### src/rtl/fetch_unit.sv
// Fetch unit: credit-limited instruction fetch with an in-order in-flight
// address FIFO, a small decode-side fetch queue and redirect flushing.
// Responses that belong to a path abandoned by a redirect are counted off
// by drop_cnt and never reach the fetch queue.
module fetch_unit #(
  parameter int DEPTH = 2
) (
  input  logic        clk,
  input  logic        reset,
  input  logic [31:0] pc_in,
  output logic [31:0] next_pc,
  input  logic        redirect_valid,
  input  logic [31:0] redirect_pc,
  output logic        imem_req_valid,
  input  logic        imem_req_ready,
  output logic [31:0] imem_req_addr,
  input  logic        imem_resp_valid,
  input  logic [31:0] imem_resp_data,
  output logic        inst_valid,
  input  logic        inst_ready,
  output logic [31:0] inst_data,
  output logic [31:0] inst_pc
);

  localparam int AW = $clog2(DEPTH);
  localparam int CW = AW + 1;
  localparam logic [CW-1:0] DEPTH_C = CW'(DEPTH);

  typedef enum logic {
    RUN   = 1'b0,
    FLUSH = 1'b1
  } state_t;

  // Fetch queue storage and bookkeeping
  logic [31:0]   q_pc    [DEPTH];
  logic [31:0]   q_instr [DEPTH];
  logic [AW-1:0] q_rd;
  logic [AW-1:0] q_wr;
  logic [CW-1:0] count;

  // In-flight request addresses, oldest first
  logic [31:0]   f_pc [DEPTH];
  logic [AW-1:0] f_rd;
  logic [AW-1:0] f_wr;
  logic [CW-1:0] outstanding;

  // Wrong-path response discard
  logic [CW-1:0] drop_cnt;
  logic [CW-1:0] drop_next;
  state_t        state;

  logic [CW:0]   credit_sum;
  logic          has_credit;
  logic          req_fire;
  logic          resp_take;
  logic          resp_drop;
  logic          push;
  logic          push_ok;
  logic          pop;
  logic          unused_bits;

  // The low two bits of a redirect target are forced to zero, so they are
  // intentionally not consumed.
  assign unused_bits = ^redirect_pc[1:0];

  // Entries already queued plus those still in memory may never exceed the
  // queue size; a pop in the same cycle does not free a slot until next cycle.
  assign credit_sum = {1'b0, count} + {1'b0, outstanding};
  assign has_credit = credit_sum < {1'b0, DEPTH_C};

  assign imem_req_valid = !reset && !redirect_valid && has_credit;
  assign imem_req_addr  = pc_in;
  assign req_fire       = imem_req_valid && imem_req_ready;

  // A response with nothing outstanding is a protocol error and is ignored.
  assign resp_take = imem_resp_valid && (outstanding != '0) && !reset;
  assign resp_drop = resp_take && (state == FLUSH);
  assign push      = resp_take && !resp_drop && !redirect_valid;

  assign inst_valid = (count != '0);
  assign pop        = inst_valid && inst_ready && !redirect_valid;

  // Credit makes a push into a full queue unreachable; the guard keeps
  // entries intact should it ever happen anyway.
  assign push_ok = push && ((count != DEPTH_C) || pop);

  assign inst_pc   = inst_valid ? q_pc[q_rd]    : 32'h0;
  assign inst_data = inst_valid ? q_instr[q_rd] : 32'h0;

  // Next PC selection: redirect wins, then sequential advance on an accepted request
  always_comb begin
    next_pc = pc_in;
    if (reset) begin
      next_pc = pc_in;
    end else if (redirect_valid) begin
      next_pc = {redirect_pc[31:2], 2'b00};
    end else if (req_fire) begin
      next_pc = pc_in + 32'd4;
    end
  end

  // Drop count follows outstanding on a redirect, otherwise counts discards down
  always_comb begin
    drop_next = drop_cnt;
    if (redirect_valid) begin
      drop_next = outstanding - CW'(resp_take);
    end else if (resp_drop) begin
      drop_next = drop_cnt - CW'(1);
    end
  end

  // Payload storage needs no reset; validity is tracked by the pointers and counters
  always_ff @(posedge clk) begin
    if (req_fire) begin
      f_pc[f_wr] <= pc_in;
    end
    if (push_ok) begin
      q_pc[q_wr]    <= f_pc[f_rd];
      q_instr[q_wr] <= imem_resp_data;
    end
  end

  // In-flight FIFO pointers and outstanding request count
  always_ff @(posedge clk or posedge reset) begin
    if (reset) begin
      f_rd        <= '0;
      f_wr        <= '0;
      outstanding <= '0;
    end else begin
      if (req_fire) begin
        f_wr <= f_wr + AW'(1);
      end
      if (resp_take) begin
        f_rd <= f_rd + AW'(1);
      end
      outstanding <= outstanding + CW'(req_fire) - CW'(resp_take);
    end
  end

  // Fetch queue pointers and occupancy; a redirect empties the queue
  always_ff @(posedge clk or posedge reset) begin
    if (reset) begin
      q_rd  <= '0;
      q_wr  <= '0;
      count <= '0;
    end else if (redirect_valid) begin
      q_rd  <= '0;
      q_wr  <= '0;
      count <= '0;
    end else begin
      if (push_ok) begin
        q_wr <= q_wr + AW'(1);
      end
      if (pop) begin
        q_rd <= q_rd + AW'(1);
      end
      count <= count + CW'(push_ok) - CW'(pop);
    end
  end

  // RUN/FLUSH state machine tracking whether wrong-path responses remain
  always_ff @(posedge clk or posedge reset) begin
    if (reset) begin
      state    <= RUN;
      drop_cnt <= '0;
    end else begin
      drop_cnt <= drop_next;
      if (drop_next != '0) begin
        state <= FLUSH;
      end else begin
        state <= RUN;
      end
    end
  end

endmodule

### config.mk
export PLATFORM = sky130hd
export DESIGN_NAME = fetch_unit
export DESIGN_NICKNAME = d
export VERILOG_FILES = /design/src/rtl/fetch_unit.sv
export SDC_FILE = /design/constraint.sdc
export NUM_CORES = 1
export LEC_CHECK = 0
export ABC_CLOCK_PERIOD_IN_PS = 6260
export BUFFER_PORTS_ARGS = -buffer_cell sky130_fd_sc_hd__buf_2
export CAP_MARGIN = 15
export CORE_ASPECT_RATIO = 1.1
export CORE_MARGIN = 5
export CORE_UTILIZATION = 40
export CTS_CLUSTER_SIZE = 30
export DETAILED_ROUTE_END_ITERATION = 8
export HOLD_SLACK_MARGIN = 0.05
export PLACE_DENSITY = 0.73
export SLEW_MARGIN = 20
export SYNTH_ARGS = -nofsm -noshare
export SYNTH_HDL_FRONTEND = slang
export SYNTH_SLANG_ARGS = --single-unit
export TNS_END_PERCENT = 100
### constraint.sdc
create_clock -name clk -period 6.26 [get_ports clk]
set_input_delay 1.878 -clock clk [delete_from_list [all_inputs] [get_ports clk]]
set_output_delay 1.878 -clock clk [all_outputs]
set_load 0.02 [all_outputs]
==> impl_metrics.ini, run 1 <==
[critical_path]
worst_endpoint_required_time_ns = 4.38
timing.critical_path.buf_inv = 2
path_depth = 7
critical_path.cell_chain = buf_2, and4bb_2, nand4_1, nor4_1, mux2i_1, nand2_1, buf_2
r2r-end = f_pc[0][19]
worstRegToRegCells = 6
cp_common_cell = buf_2
endpoint = next_pc[21]
critical_path.reg2reg.startpoint = count[0]
criticalPathCategory = input pin to output port
cp_max_fo = 8
cp.arrival_ns = 3.73
critPathTopFamily = simple AND/OR/NAND/NOR gates
timing.critical_path.slowest_stage_cell = nor4_1
end_kind = output port
regToRegSetupSlack_ns = 3.44
crit_path_start = pc_in[4]
critPathLaunchType = input pin
worst_path_largest_cell_delay_ns = 0.58

[place]
detailed_place.area_um2 = 10400
portBuffers = 229
place.gp.congestion = 0.823
dp.final_hpwl_mm = 14.9

[logic_synthesis]
synth_top_cells_by_area = edfxtp_1, mux2i_1, mux2_2
synth_cells = 656
seq_area_frac_synth = 0.661
number_of_synthesized_flops_with_an_enable_pin = 192
ys_types = 50
netlist_top_cells_count = edfxtp_1, nor2_1, mux2i_1
ys_async_sr_fraction = 0.0542
synth_nets = 765
most_instantiated_flip_flop_cell_in_the_synthesis_netlist = edfxtp_1
yosysWarnings = 0
avgSynthCellArea_um2 = 13.9
synth.top_cell.area_share = 0.631
synth.cell_area_um2 = 9140
yosys.cell_count.top_type = edfxtp_1
postSynthRegisterBits = 203
dominant_cell_type_by_area_after_synthesis = edfxtp_1

[pwr]
power-per-cell-area_nw_per_um2 = 312
power.static_leakage_nw = 4.15
vdd_drop_max_mv = 0.122

[drt]
remaining_number_of_nets_flagged_by_the_antenna_check_after_routing = 0
route.final.wire_length_mm = 21.9
remaining_drc_errors = 0
route.detailed.wl_per_inst_um = 18.7
via_per_inst = 5.04
drt_pass1_iterations = 4
initialDrtViolationCount = 276
route.vias.total = 5896

[clock_network]
cts_root_buf = clkbuf_16
post_cts_hold_buffer_count = 0
tritoncts_num_sinks = 203
cts_htree_levels = 1
postCtsResizedCells = 0
cts_tree = built
clk_transition_reported_paths_ns = 0.05
post_cts_buffers = 0
clockBufferDepth = 3
numCtsBuffers = 21
clkLatencyLatePin_ns = 0.48

[floorplan]
io_pins = 232
core.rowCount = 58
fp.dieArea_um2 = 26000
die_height_um = 169
core_region_area_um2 = 22700
die-width_um = 154
start_util = 0.402

[final_layout]
layout.cell_area.non_filler_um2 = 11100
final_util = 0.489
flow.area_growth_from_synthesis_pct = 21.5
multi_input_area_um2 = 2700
ff_latch_area_um2 = 6050
finalNetCount = 966
fillers = 2008
diode_insertion_count_for_antenna_repair = 0
layout-drive-gt1-share = 0.367

[hold_path]
timing.hold.worst.class = flip-flop to flip-flop

[outcome]
run_status = finished, final reports clean

[sta]
timing_worst_slew_pin_value_ns = 0.919
slew_violations = 0
period_share = 0.895
grt_setup_unrepaired = no
fmaxAchievable_mhz = 178
timing_hold_violations_final = 0
worst_slew_margin_rel = 0.387
setup_tns_ns = 0
finalClockSkew_ns = 0.00633
period_needed_ns = 5.61
setup_viol = 0

[global_route]
total_gr_overflow = 0
grt_start_max_net_pins = 47
grt_use_total = 0.163
antenna_found_initial = 0
first_global_vias = 5927
grt_pass1_wl_mm = 33.5

[run]
cap_violations = 0
worst min-delay path by stage:
stage,startpoint,slack [ns],end,cells after the start
2_1_floorplan,f_wr,0.46,f_wr,1
3_3_place_gp,f_wr,0.53,f_wr,1
3_5_place_dp,f_wr,0.54,f_wr,1
4_1_cts,f_wr,0.55,f_wr,1
5_1_grt,f_pc[1][30],0.58,q_pc[0][30],1
6_report,f_wr,0.56,f_wr,1
registers in the layout, summed over array words and instances (netlist names):
register,flops
f_pc,64
q_instr,64
q_pc,64
count,2
drop_cnt,2
outstanding,2
f_rd,1
f_wr,1
q_rd,1
q_wr,1
state,1
area by class of cell:
class                   instances  area share
flip-flops and latches        203       0.544
inverters                      10     0.00338
well taps                     300      0.0338
multi-input cells             380       0.243
clock buffers                  25      0.0487
clock inverters                11      0.0115
repair buffers                241       0.115
routing by layer:
layer,vias up,share of wire,track usage
met1,2833,0.42,0.220
met5,-,0,0
met4,0,0.021,0.0465
met2,212,0.49,0.274
met3,31,0.064,0.0263
li1,2820,-,-
worst register-to-register path, delay by kind of cell (launching register included):
kind | cells | cell delay [ns]
fa+ha+maj | 1 | 0.50
buf+inv | 1 | 0.24
flops | 1 | 0.43
simple gates | 4 | 1.35
power by group:
group	switching (mW)	internal (mW)	total, mW
clock	0.469	0.737	1.21
combinational	0.329	0.247	0.576
sequential	0.0865	1.59	1.68
layout by cell type, fill, tap and decap left out, drive strengths merged, types with 2 or more instances in the layout:
cell type  instances
a21oi             22
a221o              2
a22oi             10
a31oi              2
and2               5
and3               8
and4               2
and4bb             2
buf              241
bufinv             3
clkbuf            25
clkinv             7
dfrtp             11
edfxtp           192
ha                 6
inv               11
mux2              32
mux2i             70
nand2             27
nand3             10
nand4              7
nor2              86
nor2b              5
nor3               9
nor3b              2
nor4               7
o21ai             10
o22ai             19
or4                2
xnor2             16
xor2               8
stage by stage:
| stage | setup WS [ns] | total power, mW | std cells | hold slack, ns |
|---|---|---|---|---|
| floorplan | 0.360 | 2.09 | 656 | 0.460 |
| global placement | 0.696 | 2.28 | 1133 | 0.527 |
| detailed placement | 0.672 | 2.29 | 1133 | 0.540 |
| CTS | 0.665 | 3.51 | 1169 | 0.550 |
| global route | 0.519 | 3.61 | 1170 | 0.576 |
| finish | 0.655 | 3.46 | 1170 | 0.560 |
logic make-up (layout without fill, tap and decap cells):
kind of cell | after synthesis | in the layout | share of synthesized area
xor gates and xnor gates | 24 | 24 | 0.0230
DFF | 203 | 203 | 0.661
adders and majority gates | 7 | 7 | 0.0104
muxes | 102 | 102 | 0.116
AOI/OAI and AO/OA | 71 | 71 | 0.0479
and+or+nand+nor | 176 | 176 | 0.0947
buffers and inverters | 73 | 287 | 0.0470
Note: power is estimated with default switching activity, not from simulation.
==> run 2: changes to the inputs <==
--- a/config.mk
+++ b/config.mk
@@ -15,6 +15,7 @@
 export DETAILED_ROUTE_END_ITERATION = 8
 export HOLD_SLACK_MARGIN = 0.05
 export PLACE_DENSITY = 0.73
+export REMOVE_ABC_BUFFERS = 1
 export SLEW_MARGIN = 20
 export SYNTH_ARGS = -nofsm -noshare
 export SYNTH_HDL_FRONTEND = slang
==> impl_metrics.ini, run 2 (same netlist as run 1, synthesis figures left out) <==
[outcome]
run_status = finished, final reports clean

[final_layout]
diode_insertion_count_for_antenna_repair = 0
final_util = 0.492
layout-drive-gt1-share = 0.374
layout.cells.most_common_list = buf_2, edfxtp_1, nor2_1, mux2i_1, mux2_2
final_cells = 1175
finalNetCount = 970
mostFrequentLayoutCell = buf_2
layout_top_registers = f_pc x64, q_instr x64, q_pc x64
flow.area_growth_from_synthesis_pct = 22.2
fillers = 1974

[drt]
remaining_drc_errors = 0
via_per_inst = 5.13
route.final.wire_length_mm = 21.8
route.vias.total = 6024
initialDrtViolationCount = 326
drt_pass1_iterations = 5
remaining_number_of_nets_flagged_by_the_antenna_check_after_routing = 0
route.detailed.wl_per_inst_um = 18.6

[clock_network]
cts_root_buf = clkbuf_16
post_cts_hold_buffer_count = 0
post_cts_buffers = 0
clockBufferDepth = 3
tritoncts_num_sinks = 203
cts_htree_levels = 1
cts_tree = built
numCtsBuffers = 21
clkLatencyLatePin_ns = 0.48
clk_transition_reported_paths_ns = 0.06
postCtsResizedCells = 0

[critical_path]
cp.arrival_ns = 3.86
worst_endpoint_required_time_ns = 4.38
worst_path_largest_cell_delay_ns = 0.51
criticalPathCategory = input pin to output port
path_depth = 8
cp_common_cell = buf_2
critPathTopFamily = simple AND/OR/NAND/NOR gates
critPathLaunchType = input pin
crit_path_start = pc_in[3]
timing.critical_path.buf_inv = 2
timing.critical_path.slowest_stage_cell = nor4_1
cp_max_fo = 9
worstRegToRegCells = 5
critical_path.reg2reg.startpoint = count[0]
end_kind = output port
critical_path.cell_chain = buf_2, ha_1, and3_2, nand4_2, nor4_1, xnor2_1, a21oi_1, buf_2

[hold_path]
holdPathStages = 1
min_from = f_wr
timing.hold.worst.class = flip-flop to flip-flop

[pwr]
power.static_leakage_nw = 4.20
vdd_drop_max_mv = 0.153
power-per-cell-area_nw_per_um2 = 319

[floorplan]
die-width_um = 154
start_util = 0.402
die_height_um = 169
io_pins = 232
core.rowCount = 58
fp.dieArea_um2 = 26000
core_region_area_um2 = 22700

[global_route]
first_global_vias = 6069
grt_start_max_net_pins = 42
met1_usage = 0.206
grt_pass1_wl_mm = 33.5
total_gr_overflow = 0
use_met2 = 0.282
antenna_found_initial = 1
most_crowded_layer_after_global_routing = met2
grt_use_total = 0.162
grtUsageMet3 = 0.0409

[sta]
period_needed_ns = 5.74
setup_tns_ns = 0
worst_slew_margin_rel = 0.277
finalClockSkew_ns = 0.0124
slew_violations = 0
timing_worst_slew_pin_value_ns = 1.08
period_share = 0.917
setup_viol = 0
fmaxAchievable_mhz = 174
grt_setup_unrepaired = no
timing_hold_violations_final = 0

[place]
portBuffers = 229
place.gp.congestion = 0.827
dp.final_hpwl_mm = 14.9
placed_cells = 1138

[run]
cap_violations = 0
## run 2: changes by cell type in the layout (fill, tap and decap cells not counted)
cell | previous run | this run
clkbuf_1 | 4 | 1
buf_12 | 2 | 0
clkinv_2 | 2 | 4
buf_4 | 9 | 15
clkinv_4 | 0 | 1
inv_6 | 1 | 0
bufinv_16 | 3 | 5
## run 2: final timing paths
path / to / slack, ns
min in group asynchronous: drop_cnt[1] / 1.64
setup / recovery: next_pc[22] / 0.52
hold reg to reg: f_wr / 0.54
max in group asynchronous: q_rd / 4.28
hold / removal: f_wr / 0.54
setup reg to reg: f_pc[0][19] / 3.20
## run 2: area by class of cell
class,count,area [um^2],share of cell area
Multi-Input combinational cell,380,2700,0.242
Tap cell,300,375,0.0336
Sequential cell,203,6050,0.541
Timing Repair Buffer,245,1290,0.115
Clock inverter,15,198,0.0177
Clock buffer,22,529,0.0474
Inverter,10,37.5,0.00336
## run 2: metrics by stage
step | worst slack (ns) | hold slack [ns] | power [mW] | instance area (um^2)
finish | 0.521 | 0.542 | 3.56 | 11200
global route | 0.453 | 0.558 | 3.71 | 11200
CTS | 0.467 | 0.546 | 3.61 | 11200
detailed placement | 0.485 | 0.537 | 2.30 | 10400
global placement | 0.501 | 0.529 | 2.28 | 10400
floorplan | -0.192 | 0.460 | 2.05 | 8750
## run 2: report_power, final
part	total, mW	leakage (nW)	internal [mW]	switching [mW]
logic	0.578	1.98	0.250	0.329
clock network	1.30	0.358	0.817	0.483
registers	1.69	1.86	1.59	0.0909
## run 2: layer usage
| layer | vias up | part of all wire | routed length, um |
|---|---|---|---|
| met4 | 2 | 0.016 | 346 |
| met1 | 2913 | 0.41 | 8950 |
| met3 | 34 | 0.082 | 1800 |
| met5 | - | 0.00032 | 7 |
| met2 | 242 | 0.49 | 10700 |
| li1 | 2833 | - | - |
==> run 3: changes to the inputs <==
--- a/config.mk
+++ b/config.mk
@@ -10,11 +10,11 @@
 export CAP_MARGIN = 15
 export CORE_ASPECT_RATIO = 1.1
 export CORE_MARGIN = 5
-export CORE_UTILIZATION = 40
+export CORE_UTILIZATION = 49
 export CTS_CLUSTER_SIZE = 30
 export DETAILED_ROUTE_END_ITERATION = 8
 export HOLD_SLACK_MARGIN = 0.05
-export PLACE_DENSITY = 0.73
+export PLACE_DENSITY = 0.85
 export REMOVE_ABC_BUFFERS = 1
 export SLEW_MARGIN = 20
 export SYNTH_ARGS = -nofsm -noshare
==> impl_metrics.ini, run 3 (same netlist as run 1, synthesis figures left out) <==
[outcome]
run_status = finished, final reports clean

[clock_network]
tritoncts_num_sinks = 203
post_cts_hold_buffer_count = 0
clk_transition_reported_paths_ns = 0.06
clockBufferDepth = 3
post_cts_buffers = 0
cts_htree_levels = 1
cts_root_buf = clkbuf_16
cts_tree = built
clkLatencyLatePin_ns = 0.49
numCtsBuffers = 20
postCtsResizedCells = 0

[pwr]
power.static_leakage_nw = 4.11
post_layout_power_mw = 3.34
power-per-cell-area_nw_per_um2 = 305
vdd_drop_max_mv = 0.158

[floorplan]
core.rowCount = 52
core_region_area_um2 = 18300
fp.dieArea_um2 = 21500
io_pins = 232
die-width_um = 140
die_height_um = 153
start_util = 0.498

[global_route]
total_gr_overflow = 0
grt_pass1_wl_mm = 33.1
grt_start_max_net_pins = 43
first_global_vias = 6261
antenna_found_initial = 0
grt_use_total = 0.192

[sta]
worst_slew_margin_rel = 0.341
setup_tns_ns = 0
slew_violations = 0
setup_viol = 0
timing_worst_slew_pin_value_ns = 0.986
fmaxAchievable_mhz = 176
final_worst_slack_ns = 0.573
period_needed_ns = 5.69
grt_setup_unrepaired = no
timing_hold_violations_final = 0
period_share = 0.908
finalClockSkew_ns = 0.0222

[final_layout]
fillers = 1444
layout.cells.most_common_list = buf_2, edfxtp_1, nor2_1, mux2i_1, mux2_2
multi_input_area_um2 = 2700
flow.area_growth_from_synthesis_pct = 19.7
mostFrequentLayoutCell = buf_2
finalNetCount = 965
diode_insertion_count_for_antenna_repair = 0
layout.cell_area.non_filler_um2 = 10900
layout_top_registers = f_pc x64, q_instr x64, q_pc x64
ff_latch_area_um2 = 6050
final_cells = 1112
layout-drive-gt1-share = 0.367

[drt]
drt_pass1_iterations = 5
remaining_number_of_nets_flagged_by_the_antenna_check_after_routing = 0
initialDrtViolationCount = 296
remaining_drc_errors = 0
route.final.wire_length_mm = 21.2
route.vias.total = 6008
route.detailed.wl_per_inst_um = 19.0
via_per_inst = 5.40

[critical_path]
end_kind = output port
worst_endpoint_required_time_ns = 4.38
criticalPathCategory = input pin to output port
worstRegToRegCells = 5
cp.arrival_ns = 3.81
cp_max_fo = 8
regToRegSetupSlack_ns = 3.26
crit_path_start = pc_in[4]
endpoint = next_pc[27]
r2r-end = f_pc[0][19]
critPathLaunchType = input pin
critical_path.reg2reg.startpoint = count[0]

[hold_path]
timing.hold.worst.class = flip-flop to flip-flop

[place]
placed_cells = 1077
worst_setup_slack_before_clock_tree_synthesis_ns = 0.603
portBuffers = 229
place.gp.congestion = 0.817
detailed_place.area_um2 = 10300
dp.final_hpwl_mm = 14.5

[run]
cap_violations = 0
[run 3: cell types whose count changed in the layout (fill, tap and decap cells not counted), moves of 2 or more]
cell	previous run	this run
bufinv_16	5	0
buf_4	15	11
clkinv_1	5	3
clkbuf_1	1	5
[run 3: worst min-delay path by stage]
| stage | from | to | cells after the start |
|---|---|---|---|
| 2_1_floorplan | f_wr | f_wr | 1 |
| 3_3_place_gp | f_wr | f_wr | 1 |
| 3_5_place_dp | f_wr | f_wr | 1 |
| 4_1_cts | f_pc[1][22] | q_pc[0][22] | 1 |
| 5_1_grt | f_pc[0][13] | q_pc[0][13] | 1 |
| 6_report | f_wr | f_wr | 1 |
[run 3: worst max-delay path, stage by stage]
cell	delay [ns]
buf_2	0.15
and4bb_2	0.32
nand4_1	0.43
nor2_1	0.48
a31oi_1	0.14
o21ba_2	0.25
buf_2	0.16
[run 3: metrics by stage]
step	hold WS, ns	util
after global routing	0.577	0.596
after floorplan	0.460	-
final	0.551	0.596
after detailed placement	0.534	0.563
after CTS	0.546	0.596
after global placement	0.527	0.563
[run 3: layout make-up]
| class | instances | share of cell area |
|---|---|---|
| Clock buffer | 26 | 0.0498 |
| Clock inverter | 9 | 0.00503 |
| Inverter | 10 | 0.00343 |
| Multi-Input combinational cell | 380 | 0.247 |
| Sequential cell | 203 | 0.553 |
| Tap cell | 243 | 0.0278 |
| Timing Repair Buffer | 241 | 0.114 |
[run 3: power breakdown]
group	switching [mW]	internal, mW	leakage (nW)
sequential	0.0890	1.59	1.86
combinational	0.325	0.243	1.96
clock	0.465	0.618	0.296
[run 3: layer usage]
metal  GRT usage  up-vias  wire length, um
li1            -     2821                -
met1       0.237     2882             8290
met2       0.340      274            10700
met4      0.0531        0              390
met3      0.0434       31             1730
met5           0        -                0
